File: src/rtl/smem_sched_pkg.sv
// Shared state encoding and default sizes for the shared-memory access scheduler.
// Both the top level and the round-robin picker import this package.
package smem_sched_pkg;

  localparam int SMEM_REQ_WIDTH  = 10;
  localparam int SMEM_ADDR_WIDTH = 8;
  localparam int SMEM_DATA_WIDTH = 32;

  typedef enum logic [1:0] {
    IDLE      = 2'd0,
    ACCESS    = 2'd1,
    READ_WAIT = 2'd2
  } sched_state_e;

  // Width of a requester index; a lone requester still needs one bit.
  function automatic int idx_width(input int n);
    return (n > 1) ? $clog2(n) : 1;
  endfunction

endpackage

File: src/rtl/smem_access_scheduler_rr_pick.sv
// Combinational round-robin winner selection. Requests at or above ptr take
// precedence; if there are none, the search wraps around to the lowest request.
module rr_pick
  import smem_sched_pkg::*;
#(
  parameter  int N  = SMEM_REQ_WIDTH,
  localparam int IW = idx_width(N)
) (
  input  logic [N-1:0]  req_i,
  input  logic [IW-1:0] ptr_i,
  output logic [N-1:0]  onehot_o,
  output logic [IW-1:0] idx_o
);

  logic [N-1:0] masked;
  logic [N-1:0] pick;

  always_comb begin
    // NOTE: every variable gets a default before any conditional write, so no latch is inferred.
    masked   = '0;
    pick     = '0;
    onehot_o = '0;
    idx_o    = '0;

    for (int i = 0; i < N; i++) begin
      masked[i] = req_i[i] && (IW'(i) >= ptr_i);
    end
    pick = (masked != '0) ? masked : req_i;

    // Scanning downward lets the lowest set bit overwrite any higher one.
    for (int i = N - 1; i >= 0; i--) begin
      if (pick[i]) begin
        onehot_o    = '0;
        onehot_o[i] = 1'b1;
        idx_o       = IW'(i);
      end
    end
  end

endmodule

File: src/rtl/smem_access_scheduler.sv
// Arbitrates many requesters onto one single-port memory bank, one access at a time,
// and returns read data tagged with the requester index one cycle after the grant.
module smem_access_scheduler
  import smem_sched_pkg::*;
#(
  parameter  int Req_Width  = SMEM_REQ_WIDTH,
  parameter  int ADDR_WIDTH = SMEM_ADDR_WIDTH,
  parameter  int DATA_WIDTH = SMEM_DATA_WIDTH,
  localparam int IdW        = idx_width(Req_Width)
) (
  input  logic                            clk,
  input  logic                            rst,
  input  logic [Req_Width-1:0]            req,
  input  logic [Req_Width-1:0]            req_we,
  input  logic [Req_Width*ADDR_WIDTH-1:0] req_addr,
  input  logic [Req_Width*DATA_WIDTH-1:0] req_wdata,
  output logic [Req_Width-1:0]            gnt,
  output logic                            mem_en,
  output logic                            mem_we,
  output logic [ADDR_WIDTH-1:0]           mem_addr,
  output logic [DATA_WIDTH-1:0]           mem_wdata,
  input  logic [DATA_WIDTH-1:0]           mem_rdata,
  output logic                            rsp_valid,
  output logic [IdW-1:0]                  rsp_id,
  output logic [DATA_WIDTH-1:0]           rsp_rdata,
  output logic                            busy
);

  sched_state_e          state_q;
  logic [IdW-1:0]        ptr_q;
  logic [IdW-1:0]        ptr_d;
  logic [IdW-1:0]        id_q;
  logic [Req_Width-1:0]  gnt_q;
  logic                  mem_en_q;
  logic                  mem_we_q;
  logic [ADDR_WIDTH-1:0] mem_addr_q;
  logic [DATA_WIDTH-1:0] mem_wdata_q;
  logic                  rsp_valid_q;
  logic [IdW-1:0]        rsp_id_q;

  logic [Req_Width-1:0]  win_onehot;
  logic [IdW-1:0]        win_idx;
  logic [ADDR_WIDTH-1:0] sel_addr;
  logic [DATA_WIDTH-1:0] sel_wdata;

  rr_pick #(
    .N(Req_Width)
  ) u_rr_pick (
    .req_i   (req),
    .ptr_i   (ptr_q),
    .onehot_o(win_onehot),
    .idx_o   (win_idx)
  );

  // Explicit wrap: Req_Width need not be a power of two.
  assign ptr_d     = (win_idx == IdW'(Req_Width - 1)) ? '0 : win_idx + 1'b1;
  assign sel_addr  = req_addr[int'(win_idx)*ADDR_WIDTH +: ADDR_WIDTH];
  assign sel_wdata = req_wdata[int'(win_idx)*DATA_WIDTH +: DATA_WIDTH];

  always_ff @(posedge clk) begin
    if (rst) begin
      state_q     <= IDLE;
      ptr_q       <= '0;
      id_q        <= '0;
      gnt_q       <= '0;
      mem_en_q    <= 1'b0;
      mem_we_q    <= 1'b0;
      mem_addr_q  <= '0;
      mem_wdata_q <= '0;
      rsp_valid_q <= 1'b0;
      rsp_id_q    <= '0;
    end else begin
      // NOTE: non-blocking updates so every register samples values from before this edge.
      gnt_q       <= '0;
      mem_en_q    <= 1'b0;
      mem_we_q    <= 1'b0;
      rsp_valid_q <= 1'b0;

      unique case (state_q)
        IDLE: begin
          if (req != '0) begin
            state_q     <= ACCESS;
            ptr_q       <= ptr_d;
            id_q        <= win_idx;
            gnt_q       <= win_onehot;
            mem_en_q    <= 1'b1;
            mem_we_q    <= req_we[win_idx];
            mem_addr_q  <= sel_addr;
            mem_wdata_q <= sel_wdata;
          end
        end
        ACCESS: begin
          if (mem_we_q) begin
            state_q <= IDLE;
          end else begin
            state_q     <= READ_WAIT;
            rsp_valid_q <= 1'b1;
            rsp_id_q    <= id_q;
          end
        end
        READ_WAIT: state_q <= IDLE;
        default:   state_q <= IDLE;
      endcase
    end
  end

  assign gnt       = gnt_q;
  assign mem_en    = mem_en_q;
  assign mem_we    = mem_we_q;
  assign mem_addr  = mem_addr_q;
  assign mem_wdata = mem_wdata_q;
  assign rsp_valid = rsp_valid_q;
  assign rsp_id    = rsp_id_q;
  // The bank returns read data during READ_WAIT, so the response data is passed through.
  assign rsp_rdata = rsp_valid_q ? mem_rdata : '0;
  assign busy      = (state_q != IDLE);

endmodule

File: config.mk
export PLATFORM = sky130hd
export DESIGN_NAME = smem_access_scheduler
export DESIGN_NICKNAME = d
export VERILOG_FILES = /design/src/rtl/smem_sched_pkg.sv /design/src/rtl/smem_access_scheduler_rr_pick.sv /design/src/rtl/smem_access_scheduler.sv
export SDC_FILE = /design/constraint.sdc
export NUM_CORES = 1
export LEC_CHECK = 0
export CAP_MARGIN = 20
export CORE_AREA = 8 8 205 207
export CTS_BUF_LIST = sky130_fd_sc_hd__clkbuf_16
export CTS_CLUSTER_DIAMETER = 200
export DETAILED_ROUTE_END_ITERATION = 16
export DIE_AREA = 0 0 213 215
export GPL_TIMING_DRIVEN = 0
export HOLD_SLACK_MARGIN = 0.1
export RECOVER_POWER = 25
export SLEW_MARGIN = 5
export SYNTH_ARGS = -nofsm -noshare
export SYNTH_HDL_FRONTEND = slang
export SYNTH_SLANG_ARGS = --single-unit
File: constraint.sdc
create_clock -name clk -period 6.5 [get_ports clk]
set_clock_uncertainty 0.2 [all_clocks]
set_input_delay 0.975 -clock clk [delete_from_list [all_inputs] [get_ports clk]]
set_output_delay 0.975 -clock clk [all_outputs]
set_load 0.1 [all_outputs]
======== Word-level counts from Yosys, hierarchy flattened ========
Index checks and enable logic that the tools add are counted.
storage, ports and cells
  bits in registers ....................... 67
  logic and storage cells ................. 98
cells by class
  bitwise operators ....................... 4
  reductions and logical operators ........ 28
  add/subtract/negate cells ............... 1
  multiplexer cells ....................... 30
  order comparisons ....................... 11
  equal/unequal tests ..................... 3
  shift operators ......................... 2
operators by type and width
  cell                count
  $shiftx 320x10->32  1
  $shiftx 80x8->8     1
  $mux 4              12
  $mux 32             1
  $mux 10             2
  $reduce_bool 10->1  2
  $ge 3x4->1 const A  4
  $reduce_or 12->1    1
  $reduce_or 11->1    1
  $logic_and 1x1->1   10
  $reduce_or 10->1    1
  $mux 9              1
  $reduce_or 9->1     1
  $ge 1x4->1 const A  2
  $ge 2x4->1 const A  2
  $ge 4x4->1 const A  2
  $mux 8              1
  $reduce_or 8->1     1
  $mux 7              1
  $reduce_or 7->1     1
  $mux 2              3
  $mux 6              1
  $reduce_or 6->1     1
  $lt 4x5->1 const B  1
  17 further kinds    25

======== Depth between registers and ports, before layout ========
  depth in word-level cells ............... 16
  mapped depth ............................ 14

======== Hierarchy ========
From an unflattened synthesis, not the netlist that was laid out.
unflattened totals
  cells, all modules ...................... 662
  area total of the unflattened synthesis .. 6273.5 µm²
by module, submodules not included
  module                 seq. area each (µm²)  instances  cells an instance  area each (µm²)
  smem_access_scheduler  1341.3                1          545                5560.3
  rr_pick                0.0                   1          117                713.2

======== Worst setup path before layout ========
No wires, ideal clock.
  kind .................................... input port to flip-flop
  start point ............................. in req[7]
  end point ............................... reg mem_we_q, in the netlist mem_we
  required time ........................... 6.184 ns
  stages on the path ...................... 12
  path buffers ............................ 3
  data arrival time ....................... 3.231 ns
  setup slack ............................. 2.953 ns
  cells stage by stage .................... or2_1 a2111oi_4 nand2_1 o31ai_4 a32o_1 and2_1 buf_4 buf_6 buf_2 mux2i_1 nor2_1 a41o_1
between the ends
  longest elaborated chain between the ends .. 15
  elaborated cells on any way between the ends .. 18
ends and longest elaborated chain
  item                          line                                 text
  start, declared               smem_access_scheduler.sv:13          input logic [Req_Width-1:0] req,
  $logic_and 1x1->1             smem_access_scheduler_rr_pick.sv:26  masked[i] = req_i[i] && (IW'(i) >= ptr_i);
  $reduce_bool 10->1            smem_access_scheduler_rr_pick.sv:28  pick = (masked != '0) ? masked : req_i;
  $mux 10                       smem_access_scheduler_rr_pick.sv:28
  $mux 4 (10 in a row)          smem_access_scheduler_rr_pick.sv:32  if (pick[i]) begin
  $bmux 1 s4                    smem_access_scheduler.sv:87          mem_we_q <= req_we[win_idx];
  $mux 1 (implied by the code)  smem_access_scheduler.sv:87
  end signal, assigned          smem_access_scheduler.sv:87
  end, declared                 smem_access_scheduler.sv:35          logic mem_we_q;
Parallel ways exist; a longest one is shown, timed or not. The select of a mux whose other input is x is not followed.
A chain may end at the register's enable or synchronous reset.

======== Worst setup path in the final report ========
  start point ............................. in req[0]
  end point ............................... reg mem_addr_q[6], in the netlist mem_addr[6]
between the ends
  longest elaborated chain between the ends .. 14
  elaborated cells on any way between the ends .. 16
ends and longest elaborated chain
  item                  line                                 text
  $logic_and 1x1->1     smem_access_scheduler_rr_pick.sv:26
  $reduce_bool 10->1    smem_access_scheduler_rr_pick.sv:28
  $mux 10               smem_access_scheduler_rr_pick.sv:28
  $mux 4 (10 in a row)  smem_access_scheduler_rr_pick.sv:32
  $shiftx 80x8->8       smem_access_scheduler.sv:57          assign sel_addr = req_addr[int'(win_idx)*ADDR_WIDTH +: ADDR_WIDTH];
  end signal, assigned  smem_access_scheduler.sv:88          mem_addr_q <= sel_addr;
  end, declared         smem_access_scheduler.sv:36          logic [ADDR_WIDTH-1:0] mem_addr_q;
Parallel ways exist; a longest one is shown, timed or not.

==> reports/results.tsv <==
stage	metric	value	unit
run_status	status	complete, no violations	
routing	wl_per_cell	24.69	um
global_routing	grt_max_degree	13	
place	routabilityCongestion	1.057	
routing	post-route-drc-count	0	
sta	finalSetupViolCount	0	
finish	area_delta_synth_final	99.24	%
logic_synthesis	ys_warn_count	0	
sta	clock.fmax	198.9	MHz
logic_synthesis	synth_top_area_share	20.95	%
routing	wl_met2	23520	um
power_and_ir_drop	peakVddDrop	0.0001986	V
finish	final_cell_mix	clkdlybuf4s50_1 (509), mux2i_1 (132), o21ai_0 (89)	
setup_path	start_kind	primary input	
clock_network	ctsResizeCount	0	
logic_synthesis	ys_seq_area_share	20.95	%
routing	wl	47140	um
logic_synthesis	synthCells	826	
routing	m1WireLength	18870	um
finish	antenna_cells	0	
finish	fin_nets	1833	
sta	relSlewSlack	28.01	%
global_routing	grt_pass1_wl	65400	um
sta	period_needed	5.027	ns
finish	final_util	32.70	%
place	dp_hpwl	40150	um
sta	finalHoldViolCount	0	
logic_synthesis	synth.avg_cell_area	7.750	um2
sta	tns	0	ns
min_path	hp-class	reg2reg	
clock_network	cts_max_path_buffers	2	
logic_synthesis	synthDistinctLibCells	64	
finish	nFillCells	4189	
power_and_ir_drop	pwr_density_cell	362.1	nW/um2
place	placement.io_buffers	542	
power_and_ir_drop	power	4.618	mW
clock_network	ctsRootBufferMaster	clkbuf_16	
global_routing	overflow	0	
sta	rsz0062_at_grt	false	
global_routing	grtUsageTotal	19.52	%
clock_network	cts_sinks	67	
clock_network	worstSkewPairLatency	0.35	ns
logic_synthesis	synth_area	6401	um2
finish	final_common_cell	clkdlybuf4s50_1	
routing	post_drt_via_cell_ratio	4.682	
clock_network	cts_tree	yes	
sta	tightestPinTransition	1.076	ns
logic_synthesis	ys_ff_latch	67	
place	dp_slack	0.9141	ns
place	place_area	12480	um2
floorplanning	ios	544	
routing	top_layer	met5	
finish	fin_area	12750	um2
floorplanning	start_util	16.41	%
logic_synthesis	synth_top_area_cell	dfxtp_1	
sta	maxSlewViolCount	0	
logic_synthesis	synth_flop_cell	dfxtp_1	
global_routing	antenna_found_initial	1	
floorplanning	fp.coreArea	39000	um2
routing	first_iter_violations	506	
clock_network	cts.clk_slew.worst_paths	0.06	ns
finish	drive_gt1_share	6.142	%
floorplanning	die_w	213	um
flow_run	cap_violations	0	
routing	ant_nets	0	
routing	via_count	8938	
routing	met3_length	3787	um
logic_synthesis	synthArstFlopShare	0	%
floorplanning	fp.dieH	215	um
power_and_ir_drop	p_leak	5.216	nW
setup_path	worst_ep_required_time	6.54	ns
floorplanning	dieArea	45800	um2
logic_synthesis	synth_nets	1280	
clock_network	postCtsHoldBufs	0	
floorplanning	core.rowCount	73	
global_routing	first_global_vias	9544	
setup_path	crit_arrival	5.07	ns
setup_path	path_class	in2reg	
setup_path	endpoint_kind	flip-flop	
routing	firstDrtPassIters	5	
sta	fin_ws	1.473	ns
logic_synthesis	synth-edff-count	0	
sta	fin_crit_sh	77.34	%
clock_network	htree_num_levels	3	
clock_network	postCtsSetupRepairBufs	0	
logic_synthesis	synthTopCellsByArea	dfxtp_1 (21%), mux2i_1 (21%), o21ai_0 (7.0%)	
clock_network	numCtsBuffers	9	
setup_path	critPathMaxFanout	10	
[Yosys cell counts (all sizes together), types with 3 or more instances]
| master | number |
|---|---|
| and3 | 3 |
| dfxtp | 67 |
| o211ai | 3 |
| and2 | 33 |
| nor2 | 29 |
| a311oi | 3 |
| inv | 50 |
| a211oi | 3 |
| nand3 | 86 |
| a31oi | 5 |
| nor4 | 4 |
| buf | 43 |
| a221oi | 40 |
| nand2 | 56 |
| nor3 | 8 |
| o21ai | 92 |
| nor2b | 4 |
| o2111ai | 40 |
| clkbuf | 35 |
| mux2i | 132 |
| o21a | 3 |
| a21oi | 7 |
| or2 | 4 |
| a21o | 43 |
[metrics by stage]
stage / cells / hold slack, ns
3_3_place_gp: 1893 / 0.2832
5_1_grt: 1909 / 0.3253
6_report: 1909 / 0.2968
4_1_cts: 1909 / 0.3061
3_5_place_dp: 1893 / 0.2908
2_1_floorplan: 826 / 0.2601
[cell type report]
class / count / area, um2 / area share [%]
clock buffers: 9 / 225.2 / 1.766
well taps: 525 / 656.9 / 5.151
clock inverters: 7 / 45.04 / 0.3532
flip-flops and latches: 67 / 1341 / 10.52
repair buffers: 542 / 5425 / 42.54
multi-input cells: 631 / 4454 / 34.93
plain buffers: 78 / 417.9 / 3.277
inverters: 50 / 187.7 / 1.472
[report_power, final]
group | total (mW) | leakage, nW | switching (mW) | internal, mW
Clock | 0.478 | 0.135 | 0.221 | 0.257
Combinational | 3.52 | 4.53 | 2.41 | 1.12
Sequential | 0.616 | 0.552 | 0.0748 | 0.542
[path summary, 6_finish.rpt]
kind / start / end / slack (ns) / cells after the start
setup / recovery: req[0] / mem_addr[6] / 1.47 / 11
hold / removal: rsp_id[0] / rsp_id[0] / 0.30 / 2
setup reg to reg: ptr_q[0] / mem_addr[6] / 2.17 / 11
hold reg to reg: rsp_id[0] / rsp_id[0] / 0.30 / 2
[routing by layer]
| layer | GRT usage (%) | vias to the layer above |
|---|---|---|
| met4 | 5.131 | 2 |
| met5 | 0 | - |
| met3 | 5.312 | 41 |
| met1 | 22.20 | 4236 |
| met2 | 35.22 | 462 |
| li1 | - | 4197 |
[cells by family after synthesis]
| family | after synthesis | synth area share, % |
|---|---|---|
| simple gates | 235 | 18.14 |
| buf+inv | 128 | 9.460 |
| compound gates | 264 | 30.81 |
| flops | 67 | 20.95 |
| mux | 132 | 20.64 |
[registers in the layout, indices dropped and copies added (netlist names)]
| register | cells |
|---|---|
| rsp_id | 4 |
| ptr_q | 4 |
| id_q | 4 |
| mem_en | 1 |
| mem_wdata | 32 |
| mem_we | 1 |
| gnt | 10 |
| mem_addr | 8 |
| state_q | 2 |
| rsp_valid | 1 |
[worst max-delay path, stage by stage]
cell and delay [ns]:
clkdlybuf4s50_1 0.62, nor3b_1 0.23, o21ai_0 0.20, a21oi_2 0.24, nor3_1 0.13, o32ai_1 0.71, and3_1 0.27, clkbuf_1 0.59
buf_2 0.43, o2111ai_1 0.39, a21o_1 0.28
Power figures use the tool's default switching activity.
